--- src/rtl/gpcfg_pkg.sv ---
// Shared constants and address decode helper for the gpcfg register bank.
package gpcfg_pkg;

    localparam int REG_W = 32;

    // Per-register access modes, two bits each in REG_MODE.
    localparam logic [1:0] MODE_RW  = 2'd0;
    localparam logic [1:0] MODE_RO  = 2'd1;
    localparam logic [1:0] MODE_W1C = 2'd2;
    localparam logic [1:0] MODE_W1P = 2'd3;

    typedef struct packed {
        logic       hit;
        logic [5:0] idx;
    } dec_t;

    // Map a 16-bit byte address onto a word index.
    // A hit needs the address to be at or above the base, word aligned,
    // and inside the bank.
    function automatic dec_t decode_addr(
        input logic [15:0]  addr,
        input logic [15:0]  base,
        input int unsigned  num_regs
    );
        logic [15:0] off;
        dec_t        d;
        off   = addr - base;
        d.hit = (addr >= base) && (off[1:0] == 2'b00) &&
                (32'(off[15:2]) < num_regs);
        d.idx = off[7:2];
        return d;
    endfunction

endpackage

--- src/rtl/gpcfg_reg_slice.sv ---
// One 32-bit register of the gpcfg bank; behaviour fixed by the MODE parameter.
module gpcfg_reg_slice
    import gpcfg_pkg::*;
#(
    parameter logic [1:0]       MODE      = MODE_RW,
    parameter logic [REG_W-1:0] RESET_VAL = '0
) (
    input  logic             i_clk,
    input  logic             i_rst_n,
    input  logic             i_wr_hit,
    input  logic [3:0]       i_byte_en,
    input  logic [REG_W-1:0] i_wdata,
    input  logic [REG_W-1:0] i_hw_val,
    input  logic [REG_W-1:0] i_hw_set,
    output logic [REG_W-1:0] o_q,
    output logic             o_wr_pulse
);

    // Pulse registers must never come out of reset asserted.
    localparam logic [REG_W-1:0] RST_EFF = (MODE == MODE_W1P) ? '0 : RESET_VAL;

    logic [REG_W-1:0] r_q;
    logic             r_wr_pulse;
    logic [REG_W-1:0] w_lane_sel;
    logic [REG_W-1:0] w_wr_bits;
    logic [REG_W-1:0] w_next;

    // Expand the byte enables into a bit mask, gated by the write hit.
    always_comb begin
        w_lane_sel = '0;
        if (i_wr_hit) begin
            w_lane_sel = {{8{i_byte_en[3]}}, {8{i_byte_en[2]}},
                          {8{i_byte_en[1]}}, {8{i_byte_en[0]}}};
        end
        w_wr_bits = i_wdata & w_lane_sel;
    end

    // Next-state per access mode.
    always_comb begin
        w_next = r_q;
        case (MODE)
            MODE_RW:  w_next = (r_q & ~w_lane_sel) | w_wr_bits;
            MODE_RO:  w_next = r_q;
            // Hardware set is OR-ed in after the clear so a same-cycle set wins.
            MODE_W1C: w_next = (r_q & ~w_wr_bits) | i_hw_set;
            // Only lives for the cycle after the write; back-to-back writes keep it high.
            MODE_W1P: w_next = w_wr_bits;
            default:  w_next = r_q;
        endcase
    end

    // Register state update.
    always_ff @(posedge i_clk or negedge i_rst_n) begin
        if (!i_rst_n) begin
            r_q <= RST_EFF;
        end else begin
            r_q <= w_next;
        end
    end

    // Write strobe fires for any accepted write with at least one lane, in every mode.
    always_ff @(posedge i_clk or negedge i_rst_n) begin
        if (!i_rst_n) begin
            r_wr_pulse <= 1'b0;
        end else begin
            r_wr_pulse <= i_wr_hit && (|i_byte_en);
        end
    end

    // Read-only registers reflect the live hardware value, not stored state.
    assign o_q        = (MODE == MODE_RO) ? i_hw_val : r_q;
    assign o_wr_pulse = r_wr_pulse;

endmodule

--- src/rtl/gpcfg_reg_bank.sv ---
// Parametrised bank of 32-bit config/status registers with registered reads and irq.
module gpcfg_reg_bank
    import gpcfg_pkg::*;
#(
    parameter int unsigned                  NUM_REGS  = 8,
    parameter logic [15:0]                  BASE_ADDR = 16'h0000,
    parameter logic [2*NUM_REGS-1:0]        REG_MODE  = {NUM_REGS{2'b00}},
    parameter logic [REG_W*NUM_REGS-1:0]    RESET_VAL = {NUM_REGS{32'h0}},
    parameter logic [REG_W*NUM_REGS-1:0]    IRQ_MASK  = {NUM_REGS{32'h0}}
) (
    input  logic                        hclk,
    input  logic                        hresetn,
    input  logic                        wr_en,
    input  logic                        rd_en,
    input  logic [3:0]                  byte_en,
    input  logic [31:0]                 wr_addr,
    input  logic [31:0]                 rd_addr,
    input  logic [31:0]                 wdata,
    input  logic [REG_W*NUM_REGS-1:0]   hw_val,
    input  logic [REG_W*NUM_REGS-1:0]   hw_set,
    output logic [REG_W*NUM_REGS-1:0]   cfg_regs,
    output logic [NUM_REGS-1:0]         wr_pulse,
    output logic [31:0]                 rdata,
    output logic                        rd_valid,
    output logic                        irq
);

    dec_t                w_wr_dec;
    dec_t                w_rd_dec;
    logic [REG_W-1:0]    w_cfg [NUM_REGS];
    logic [NUM_REGS-1:0] w_wr_hit;
    logic [NUM_REGS-1:0] w_irq_src;
    logic [REG_W-1:0]    w_rd_word;
    logic [31:0]         r_rdata;
    logic                r_rd_valid;
    logic                r_irq;
    logic                w_unused_addr;

    // Only the low 16 address bits are decoded.
    assign w_unused_addr = ^{wr_addr[31:16], rd_addr[31:16]};

    assign w_wr_dec = decode_addr(wr_addr[15:0], BASE_ADDR, NUM_REGS);
    assign w_rd_dec = decode_addr(rd_addr[15:0], BASE_ADDR, NUM_REGS);

    genvar gi;
    generate
        for (gi = 0; gi < NUM_REGS; gi++) begin : g_reg
            localparam logic [1:0] G_MODE = REG_MODE[2*gi +: 2];

            assign w_wr_hit[gi] = wr_en && w_wr_dec.hit && (w_wr_dec.idx == 6'(gi));

            gpcfg_reg_slice #(
                .MODE      (G_MODE),
                .RESET_VAL (RESET_VAL[REG_W*gi +: REG_W])
            ) u_slice (
                .i_clk      (hclk),
                .i_rst_n    (hresetn),
                .i_wr_hit   (w_wr_hit[gi]),
                .i_byte_en  (byte_en),
                .i_wdata    (wdata),
                .i_hw_val   (hw_val[REG_W*gi +: REG_W]),
                .i_hw_set   (hw_set[REG_W*gi +: REG_W]),
                .o_q        (w_cfg[gi]),
                .o_wr_pulse (wr_pulse[gi])
            );

            assign cfg_regs[REG_W*gi +: REG_W] = w_cfg[gi];

            // Only sticky status bits contribute to the interrupt.
            assign w_irq_src[gi] = (G_MODE == MODE_W1C) &&
                                   (|(w_cfg[gi] & IRQ_MASK[REG_W*gi +: REG_W]));
        end
    endgenerate

    // Read mux on current state, so a colliding write is not visible to the read.
    always_comb begin
        w_rd_word = '0;
        if (w_rd_dec.hit) begin
            for (int i = 0; i < int'(NUM_REGS); i++) begin
                if (w_rd_dec.idx == 6'(i)) begin
                    w_rd_word = w_cfg[i];
                end
            end
        end
    end

    // Registered read data; holds its value between reads.
    always_ff @(posedge hclk or negedge hresetn) begin
        if (!hresetn) begin
            r_rdata    <= '0;
            r_rd_valid <= 1'b0;
        end else begin
            r_rd_valid <= rd_en;
            if (rd_en) begin
                r_rdata <= w_rd_word;
            end
        end
    end

    // Registered interrupt reduction over masked sticky bits.
    always_ff @(posedge hclk or negedge hresetn) begin
        if (!hresetn) begin
            r_irq <= 1'b0;
        end else begin
            r_irq <= |w_irq_src;
        end
    end

    assign rdata    = r_rdata;
    assign rd_valid = r_rd_valid;
    assign irq      = r_irq;

endmodule
--- config.mk ---
export PLATFORM = sky130hd
export DESIGN_NAME = gpcfg_reg_bank
export DESIGN_NICKNAME = d
export VERILOG_FILES = /design/src/rtl/gpcfg_pkg.sv /design/src/rtl/gpcfg_reg_slice.sv /design/src/rtl/gpcfg_reg_bank.sv
export SDC_FILE = /design/constraint.sdc
export NUM_CORES = 1
export LEC_CHECK = 0
export CAP_MARGIN = 0
export CELL_PAD_IN_SITES_DETAIL_PLACEMENT = 2
export CELL_PAD_IN_SITES_GLOBAL_PLACEMENT = 2
export CORE_AREA = 3 3 359 361
export CTS_BUF_LIST = sky130_fd_sc_hd__clkbuf_2 sky130_fd_sc_hd__clkbuf_4 sky130_fd_sc_hd__clkbuf_8
export CTS_CLUSTER_SIZE = 16
export DETAILED_ROUTE_END_ITERATION = 6
export DIE_AREA = 0 0 362 364
export PLACE_DENSITY_LB_ADDON = 0.05
export SLEW_MARGIN = 20
export SYNTH_ARGS = -nofsm -noshare
export SYNTH_HDL_FRONTEND = slang
export SYNTH_SLANG_ARGS = --single-unit
--- constraint.sdc ---
create_clock -name hclk -period 2.17 [get_ports hclk]
set_input_delay 0.434 -clock hclk [delete_from_list [all_inputs] [get_ports hclk]]
set_output_delay 0.434 -clock hclk [all_outputs]
set_load 0.02 [all_outputs]
==> results.tsv, run 1 <==
metric	value	unit
status	finished clean	
slowest_delay	610	ps
synth_area	0.0140	mm2
grt.total_usage	0.133	
p_leak	10.9	nW
worst_ep_arrival_time	2650	ps
hold_violations	0	
drt-total-wl	88500	um
hold_class	primary input to async pin	
clock_sinks	297	
fmax	480	MHz
io_buffers	368	
place_congestion	0.688	
synth.top_cell.area_share	0.531	
firstDrtPassIters	4	
max_slew_margin	0.411	
switchingPower	0.00364	W
critPathSlowestCell	or3_2	
clk_pin_slew	50	ps
cts_root_buffer	clkbuf_8	
yosysWarningCount	0	
powerDensity	597	mW/mm2
final_area	0.0227	mm2
seqPwrFrac	0.409	
syn_to_final_growth	62.3	%
p_total	0.0136	W
fin_crit_sh	0.960	
yosys-top-cells-area	dfrtp_1 53%, mux2_2 20%, mux4_2 3.7%	
die_w	362	um
grt_pass1_wl	121000	um
ant_nets	0	
row_count	130	
async_flop_share	1.00	
dpl_worst_slack	-940	ps
irDropWorstVdd	318	uV
drive_gt1_frac	0.389	
end_kind	flip-flop	
cts_buffers	71	
clkPwrFrac	0.522	
drc	0	
clock_path_buffers	3	
max_cap_violations	0	
start_kind	primary input	
worstPathMaxFanout	5	
dpl_cell_area	0.0216	mm2
synth_edf_count	0	
grt_antenna_before_repair	18	
final_util	0.181	
crit_required	2740	ps
synth_top_cell_by_area	dfrtp_1	
setup_ws	87.8	ps
htree_levels	3	
placeableCoreArea	0.126	mm2
grt_remaining_overflow	0	
synth_common_cells	297 x dfrtp_1, 244 x mux2_2, 49 x nand3b_1, 45 x clkbuf_1, 32 x nor2_4	
switching_share	0.268	
wl_per_cell	27.1	um
syn_nets	1643	
viasPerCell	3.50	
intPower	0.00993	W
synth-main-ff-cell	dfrtp_1	
dp_cells	3141	
hpwl	66300	um
skew	37.3	ps
path_class	primary input to flip-flop	
clk_latency	700	ps
grt_pass1_vias	13300	
finalMaxSlewViolations	0	
nNetsFinal	2182	
vias	11500	
boundaryPins	914	
drt_iter0_markers	409	
rsz0062_at_grt	no	
die_h	364	um
ys_seq_area_frac	0.531	
yosysUniqueCellTypes	48	
dieArea	0.132	mm2
synthCells	1027	
crit_family	simple AND/OR/NAND/NOR gates	
fin_crit	2080	ps
cp_cell_sequence	clkdlybuf4s50_1, or3_2, nor4_4, buf_12, o21ai_0, buf_4, o211ai_1	
setup_viol	0	
ys_ff_latch	297	
synth_most_common_cell	dfrtp_1	
tightest_slew	875	ps
grt_max_degree	66	
syn_area_per_cell	13.6	um2
cts_tree	yes	
cp_num_buf_inv	3	
p_comb_frac	0.069	
start_util	0.111	
layout.cells.non_filler	3268	
[placed cells by master (no fill, tap or decap), types with 3 or more instances in the layout]
master and n:
a2bb2oi_1 17, mux2_1 9, o211ai_1 7, nor2_1 11
mux2_4 8, buf_12 68, and3_1 14, buf_4 95
clkdlybuf4s50_1 69, clkbuf_4 29, dlygate4sd2_1 293, nor4_1 16
o21ai_0 27, nor2_4 33, diode_2 5, mux4_2 23
nand3b_1 49, nand3_1 19, a32oi_1 3, dfrtp_1 297
o311ai_0 5, or4_1 3, nor4_4 3, a22oi_1 9
clkbuf_8 85, nand4_4 4, mux2_2 241, nand2_1 21
o22ai_1 28, mux2i_1 27, a21oi_1 16, o2bb2ai_1 23
or3b_2 15
[cell families (layout without fill, tap and decap cells)]
| logic type | count (synthesis) | count (layout) | share of synthesized area |
|---|---|---|---|
| AOI/OAI and AO/OA | 142 | 142 | 0.0706 |
| muxes | 308 | 308 | 0.264 |
| DFF | 297 | 297 | 0.531 |
| and+or+nand+nor | 212 | 212 | 0.114 |
| buffers and inverters | 67 | 653 | 0.0207 |
| other | 1 | 6 | 0.000268 |
[area by class of cell]
cell class / count / area, um2
inverter: 3 / 11.3
fill: 14000 / 103000
clock inverter: 6 / 52.6
clock buffer: 114 / 1390
multi-input combinational: 663 / 6390
timing repair buffer: 530 / 5380
sequential: 297 / 7430
antenna: 5 / 12.5
tap: 1650 / 2060
[power by group through the flow]
stage | clock, W | sequential (W) | combinational, W
floorplan | 0 | 0.00564 | 0.000226
global placement | 0 | 0.00564 | 0.000985
detailed placement | 0 | 0.00564 | 0.000987
CTS | 0.00759 | 0.00554 | 0.000992
global route | 0.00778 | 0.00554 | 0.00103
finish | 0.00708 | 0.00555 | 0.000941
[through the flow]
step,hold slack [ps],TNS [ps]
after floorplan,138,-307
after CTS,191,0
final,241,0
after detailed placement,418,-147010
after global placement,426,-126850
after global routing,218,0
[path summary, 6_finish.rpt]
kind                             endpoint  slack [ps]        from  depth (start not counted)
min in group hclk                rd_valid         390       rd_en                          2
max in group asynchronous       async pin        1040     hresetn                          3
worst max-delay path            rdata[18]          90  rd_addr[7]                          7
worst min-delay path            async pin         240     hresetn                          2
worst min register to register   rdata[8]         490    rdata[8]                          1
worst max register to register   rdata[7]         430   flip-flop                          4
[routing by layer]
layer,up-vias,wire length [um],track usage
met3,102,5690,0.0385
li1,4994,-,-
met2,333,42600,0.224
met1,6012,38600,0.167
met4,10,1540,0.0349
met5,-,72,0
[timing repair]
item | in CTS | in global routing
hold buffers | 1 | 0
buffers inserted | 1 | 0
pin swaps | 1 | 1
endpoints found under the hold margin | 29 | 0
setup endpoints to repair | 301 | 6
resized for setup | 296 | 4
Power figures use the tool's default switching activity.
==> run 2: changes to the inputs <==
--- a/config.mk
+++ b/config.mk
@@ -13,6 +13,7 @@
 export CTS_CLUSTER_SIZE = 16
 export DETAILED_ROUTE_END_ITERATION = 6
 export DIE_AREA = 0 0 362 364
+export GPL_TIMING_DRIVEN = 0
 export PLACE_DENSITY_LB_ADDON = 0.05
 export SLEW_MARGIN = 20
 export SYNTH_ARGS = -nofsm -noshare
==> results.tsv, run 2 (same netlist as run 1, synthesis figures left out) <==
metric	value	unit
crit_required	2710	ps
fin_crit	2150	ps
cp_cell_sequence	clkdlybuf4s50_1, buf_2, clkbuf_2, nand3b_1, o22ai_1, nor4_2, o2bb2ai_1	
grt.total_usage	0.148	
fin_crit_sh	0.989	
irDropWorstVdd	316	uV
setup_ws	24.9	ps
hpwl	72700	um
multi_input_area	0.00646	mm2
path_class	primary input to flip-flop	
nNetsFinal	2147	
setup_viol	0	
cp_num_buf_inv	3	
wl_per_cell	30.3	um
powerDensity	616	mW/mm2
hold_depth	3	
start_kind	primary input	
cts_buffers	71	
boundaryPins	914	
clk_pin_slew	60	ps
critPathSlowestCell	clkdlybuf4s50_1	
finalMaxSlewViolations	0	
worstPathMaxFanout	10	
use_met3	0.0446	
placeableCoreArea	0.126	mm2
worst_ep_arrival_time	2680	ps
dpl_worst_slack	-2500	ps
ant_nets	0	
drt-total-wl	98300	um
grt_max_degree	77	
hold_class	primary input to flip-flop	
rsz0062_at_grt	yes	
dp_cells	3055	
r2r-end	rdata[21]	
clock_path_buffers	3	
layout.cells.non_filler	3248	
htree_levels	3	
slowest_delay	630	ps
final_cell_mix	297 x dfrtp_1, 295 x dlygate4sd2_1, 241 x mux2_2, 87 x clkbuf_8, 62 x clkdlybuf4s50_1	
use_met2	0.245	
fillers	14100	
grt_use_met1	0.184	
drt_iter0_markers	403	
firstDrtPassIters	4	
start_util	0.111	
skew	28.5	ps
die_w	362	um
die_h	364	um
max_slew_margin	0.265	
hold_violations	0	
clk_latency	680	ps
clock_sinks	297	
cts_root_buffer	clkbuf_8	
worstHoldEndpoint	g_reg[3].u_slice.o_wr_pulse	
dieArea	0.132	mm2
layout_commonest_cell	dfrtp_1	
grt_busiest_layer	met2	
cts_tree	yes	
tightest_slew	1100	ps
io_buffers	363	
grt_antenna_before_repair	25	
regArea	0.00743	mm2
place_congestion	0.681	
row_count	130	
reg2regPathDepth	3	
viasPerCell	3.56	
vias	11600	
timing.reg2reg.setup_slack	680	ps
grt_pass1_vias	13400	
hold_start	wr_addr[2]	
end_kind	flip-flop	
drive_gt1_frac	0.378	
drc	0	
p_leak	10.7	nW
status	finished clean	
grt_pass1_wl	130000	um
syn_to_final_growth	58.7	%
max_cap_violations	0	
crit_family	buffers and inverters	
grt_remaining_overflow	0	
fmax	466	MHz
[run 2: layer usage]
layer | share of wire | vias to the layer above
met3 | 0.069 | 127
met4 | 0.025 | 16
li1 | - | 4968
met5 | 0.0010 | -
met1 | 0.43 | 6077
met2 | 0.47 | 374
[run 2: worst max path at each step]
stage	depth (start not counted)	from	slack [ps]	endpoint
finish	7	rd_addr[3]	20	rdata[7]
global route	7	rd_addr[3]	-20	rdata[6]
floorplan	5	wr_addr[5]	-40	flip-flop
CTS	5	rd_en	4	rdata[30]
global placement	1	hresetn	-15700	async pin
detailed placement	8	rd_addr[4]	-2500	rdata[7]
[run 2: area by class of cell]
cell class | instances | share of cell area
antenna | 15 | 0.00169
buffer | 62 | 0.0184
clock buffer | 122 | 0.0657
clock inverter | 3 | 0.00107
inverter | 3 | 0.000507
multi-input combinational | 663 | 0.291
sequential | 297 | 0.334
tap | 1650 | 0.0929
timing repair buffer | 433 | 0.195
[run 2: timing repair]
action | CTS | global route
pin swaps | 41 | 3
gates resized for setup | 359 | 26
setup endpoints to repair | 584 | 59
cloned | 0 | 0
endpoints found under the hold margin | 58 | 1
setup buffers | 52 | 0
hold buffers | 2 | 1
[run 2: worst reg2reg max path, delay by kind of cell, from the launching register on]
kind,cells,cell delay [ps]
AO/OA/AOI/OAI,2,430
multiplexers,1,510
flip-flops,1,420
[run 2: report_power, final]
part	switching [W]	leakage, nW	total [W]	internal, W
combinational	0.000656	5.76	0.000922	0.000266
sequential	0.000000720	4.15	0.00555	0.00555
clock	0.00304	0.791	0.00722	0.00418
[run 2: stage by stage]
step | power (W) | utilization | hold slack (ps) | instance area, um2 | setup TNS, ps
5_1_grt | 0.0145 | 0.177 | 176 | 22200 | -44.3
3_5_place_dp | 0.00658 | 0.159 | 383 | 20000 | -370070
2_1_floorplan | 0.00587 | - | 138 | 14100 | -307
6_report | 0.0137 | 0.177 | 195 | 22200 | 0
4_1_cts | 0.0142 | 0.176 | 90.9 | 22100 | 0
3_3_place_gp | 0.00655 | 0.157 | 470 | 19800 | -5108970
==> run 3: changes to the inputs <==
--- a/config.mk
+++ b/config.mk
@@ -8,14 +8,15 @@
 export CAP_MARGIN = 0
 export CELL_PAD_IN_SITES_DETAIL_PLACEMENT = 2
 export CELL_PAD_IN_SITES_GLOBAL_PLACEMENT = 2
-export CORE_AREA = 3 3 359 361
+export CORE_AREA = 3 3 352 354
 export CTS_BUF_LIST = sky130_fd_sc_hd__clkbuf_2 sky130_fd_sc_hd__clkbuf_4 sky130_fd_sc_hd__clkbuf_8
 export CTS_CLUSTER_SIZE = 16
 export DETAILED_ROUTE_END_ITERATION = 6
-export DIE_AREA = 0 0 362 364
+export DIE_AREA = 0 0 355 357
 export GPL_TIMING_DRIVEN = 0
 export PLACE_DENSITY_LB_ADDON = 0.05
 export SLEW_MARGIN = 20
 export SYNTH_ARGS = -nofsm -noshare
 export SYNTH_HDL_FRONTEND = slang
+export SYNTH_HIERARCHICAL = 1
 export SYNTH_SLANG_ARGS = --single-unit
==> constraint.sdc (replaced) <==
create_clock -name hclk -period 2.41 [get_ports hclk]
set_input_delay 0.482 -clock hclk [delete_from_list [all_inputs] [get_ports hclk]]
set_output_delay 0.482 -clock hclk [all_outputs]
set_load 0.02 [all_outputs]
==> results.tsv, run 3 <==
metric	value	unit
crit_family	simple AND/OR/NAND/NOR gates	
path_class	primary input to flip-flop	
grt_remaining_overflow	0	
row_count	128	
regArea	0.00743	mm2
start_util	0.109	
grt.total_usage	0.148	
cts_tree	yes	
timing.reg2reg.setup_slack	800	ps
async_flop_share	1.00	
drt-total-wl	95000	um
cp_cell_sequence	clkdlybuf4s50_1, nor4_2, nand4_1, buf_4, or2_2, nor4_1, buf_4, nand2_4, mux2_2	
grt_max_degree	75	
synth_area	0.0132	mm2
grt_antenna_before_repair	30	
finalMaxSlewViolations	0	
cts_buffers	72	
boundaryPins	914	
synth_top_cell_by_area	dfrtp_1	
layout_commonest_cell	clkdlybuf4s50_1	
hpwl	71500	um
firstDrtPassIters	4	
multi_input_area	0.00584	mm2
syn_area_per_cell	13.6	um2
setup_ws	-19.7	ps
ys_seq_area_frac	0.563	
final_util	0.173	
die_w	355	um
grt_pass1_wl	124000	um
placeableCoreArea	0.121	mm2
hold_class	primary input to async pin	
crit_path_frequent_cell	buf_4	
place_congestion	0.697	
synth-main-ff-cell	dfrtp_1	
irDropWorstVdd	299	uV
worst_ep_arrival_time	2980	ps
tightest_slew	1060	ps
cp_num_buf_inv	3	
yosys-top-cells-area	dfrtp_1 56%, mux2_2 23%, a221oi_1 1.7%	
clk_pin_slew	70	ps
synthCells	968	
fillers	13700	
use_met3	0.0543	
skew	35.6	ps
end_kind	flip-flop	
final_cell_mix	331 x clkdlybuf4s50_1, 297 x dfrtp_1, 265 x mux2_2, 90 x clkbuf_8, 33 x nor2_1	
powerDensity	573	mW/mm2
max_slew_margin	0.290	
max_cap_violations	0	
ant_nets	0	
drc	0	
grt_use_met1	0.177	
viasPerCell	3.52	
grt_busiest_layer	met2	
hold_violations	0	
yosysWarningCount	6	
p_leak	9.24	nW
syn_to_final_growth	59.1	%
reg2regPathDepth	4	
startpoint	wr_addr[1]	
drive_gt1_frac	0.359	
htree_levels	3	
crit_required	2960	ps
synth_edf_count	0	
start_kind	primary input	
setup_viol	7	
worstPathMaxFanout	8	
slowest_delay	410	ps
use_met2	0.251	
ys_ff_latch	297	
wl_per_cell	30.6	um
fmax	412	MHz
dieArea	0.127	mm2
vias	10900	
io_buffers	367	
cts_root_buffer	clkbuf_8	
clk_latency	700	ps
grt_pass1_vias	12200	
status	finished with violations	
fin_crit	2430	ps
nNetsFinal	2046	
r2r-end	rdata[9]	
synth_common_cells	297 x dfrtp_1, 265 x mux2_2, 40 x nor2_1, 33 x nand2_2, 26 x a221oi_1	
rsz0062_at_grt	yes	
violations	setup timing	
critPathSlowestCell	clkdlybuf4s50_1	
yosysUniqueCellTypes	55	
drt_iter0_markers	340	
clock_path_buffers	3	
synth_most_common_cell	dfrtp_1	
fin_hold_ws	313	ps
fin_crit_sh	1.01	
die_h	357	um
cp.depth	9	
syn_nets	1584	
synth.top_cell.area_share	0.563	
clock_sinks	297	
[run 3: cell count changes in the layout (fill, tap and decap cells not counted), moves of 15 or more]
cell,change
nand3b_1,-48
o2bb2ai_1,-19
mux2_2,+24
or3b_2,-15
buf_12,-33
a22o_1,+21
mux4_2,-16
nand2_2,+18
a221oi_1,+24
dlygate4sd2_1,-275
clkdlybuf4s50_1,+269
nor2_4,-26
nor2_1,+23
[run 3: report_power, final]
part	internal, W	total [W]	switching, W
sequential	0.00499	0.00499	0.000000656
clock	0.00364	0.00642	0.00278
combinational	0.000189	0.000633	0.000444
total	0.00882	0.0120	0.00322
[run 3: worst register-to-register path, stage by stage (launching register included)]
cell and delay (ps):
dfrtp_1 420, mux2_2 290, a221oi_1 320, nor4_1 80, or3_1 380
[run 3: what timing repair did]
item                                    CTS  global route
pin swaps                                 6             1
buffers inserted                          8             4
hold buffers                              1             0
gates resized for setup                  98            34
endpoints found under the setup margin  312           142
endpoints found under the hold margin    40             0
[run 3: cell families after synthesis]
| family | synth area share |
|---|---|
| AO/OA/AOI/OAI | 0.0953 |
| XOR/XNOR | 0.000663 |
| buffers and inverters | 0.0182 |
| flip-flops | 0.563 |
| multiplexers | 0.250 |
| other | 0.000284 |
| AND/OR/NAND/NOR | 0.0730 |
[run 3: metal layers]
layer,wire length [um],vias up,part of all wire
li1,-,4659,-
met1,39700,5777,0.42
met2,46200,355,0.49
met3,6980,127,0.073
met4,2060,14,0.022
met5,107,-,0.0011
[run 3: final cells by class]
class / count / share of cell area
buffer: 42 / 0.0151
multi-input combinational: 623 / 0.278
tap: 1625 / 0.0967
timing repair buffer: 390 / 0.187
sequential: 297 / 0.354
clock buffer: 112 / 0.0665
clock inverter: 5 / 0.00167
inverter: 4 / 0.000714
antenna: 6 / 0.000714
[run 3: worst min-delay path by stage]
stage                         from        end
after floorplan            hresetn  async pin
after global placement    rdata[3]   rdata[3]
after detailed placement   hresetn  async pin
after CTS                  hresetn  async pin
after global routing       hresetn  async pin
final                      hresetn  async pin
[run 3: stage by stage]
| stage | cells | TNS, ps | area [um2] | power (W) | setup slack [ps] |
|---|---|---|---|---|---|
| floorplan | 968 | 0 | 13200 | 0.00519 | 183 |
| global placement | 2960 | -5163540 | 18900 | 0.00570 | -15870 |
| detailed placement | 2970 | -445740 | 19100 | 0.00572 | -2240 |
| CTS | 3094 | 0 | 20900 | 0.0125 | 1.69 |
| global route | 3102 | -1300 | 21000 | 0.0127 | -57.1 |
| finish | 3104 | -77.1 | 21000 | 0.0120 | -19.7 |
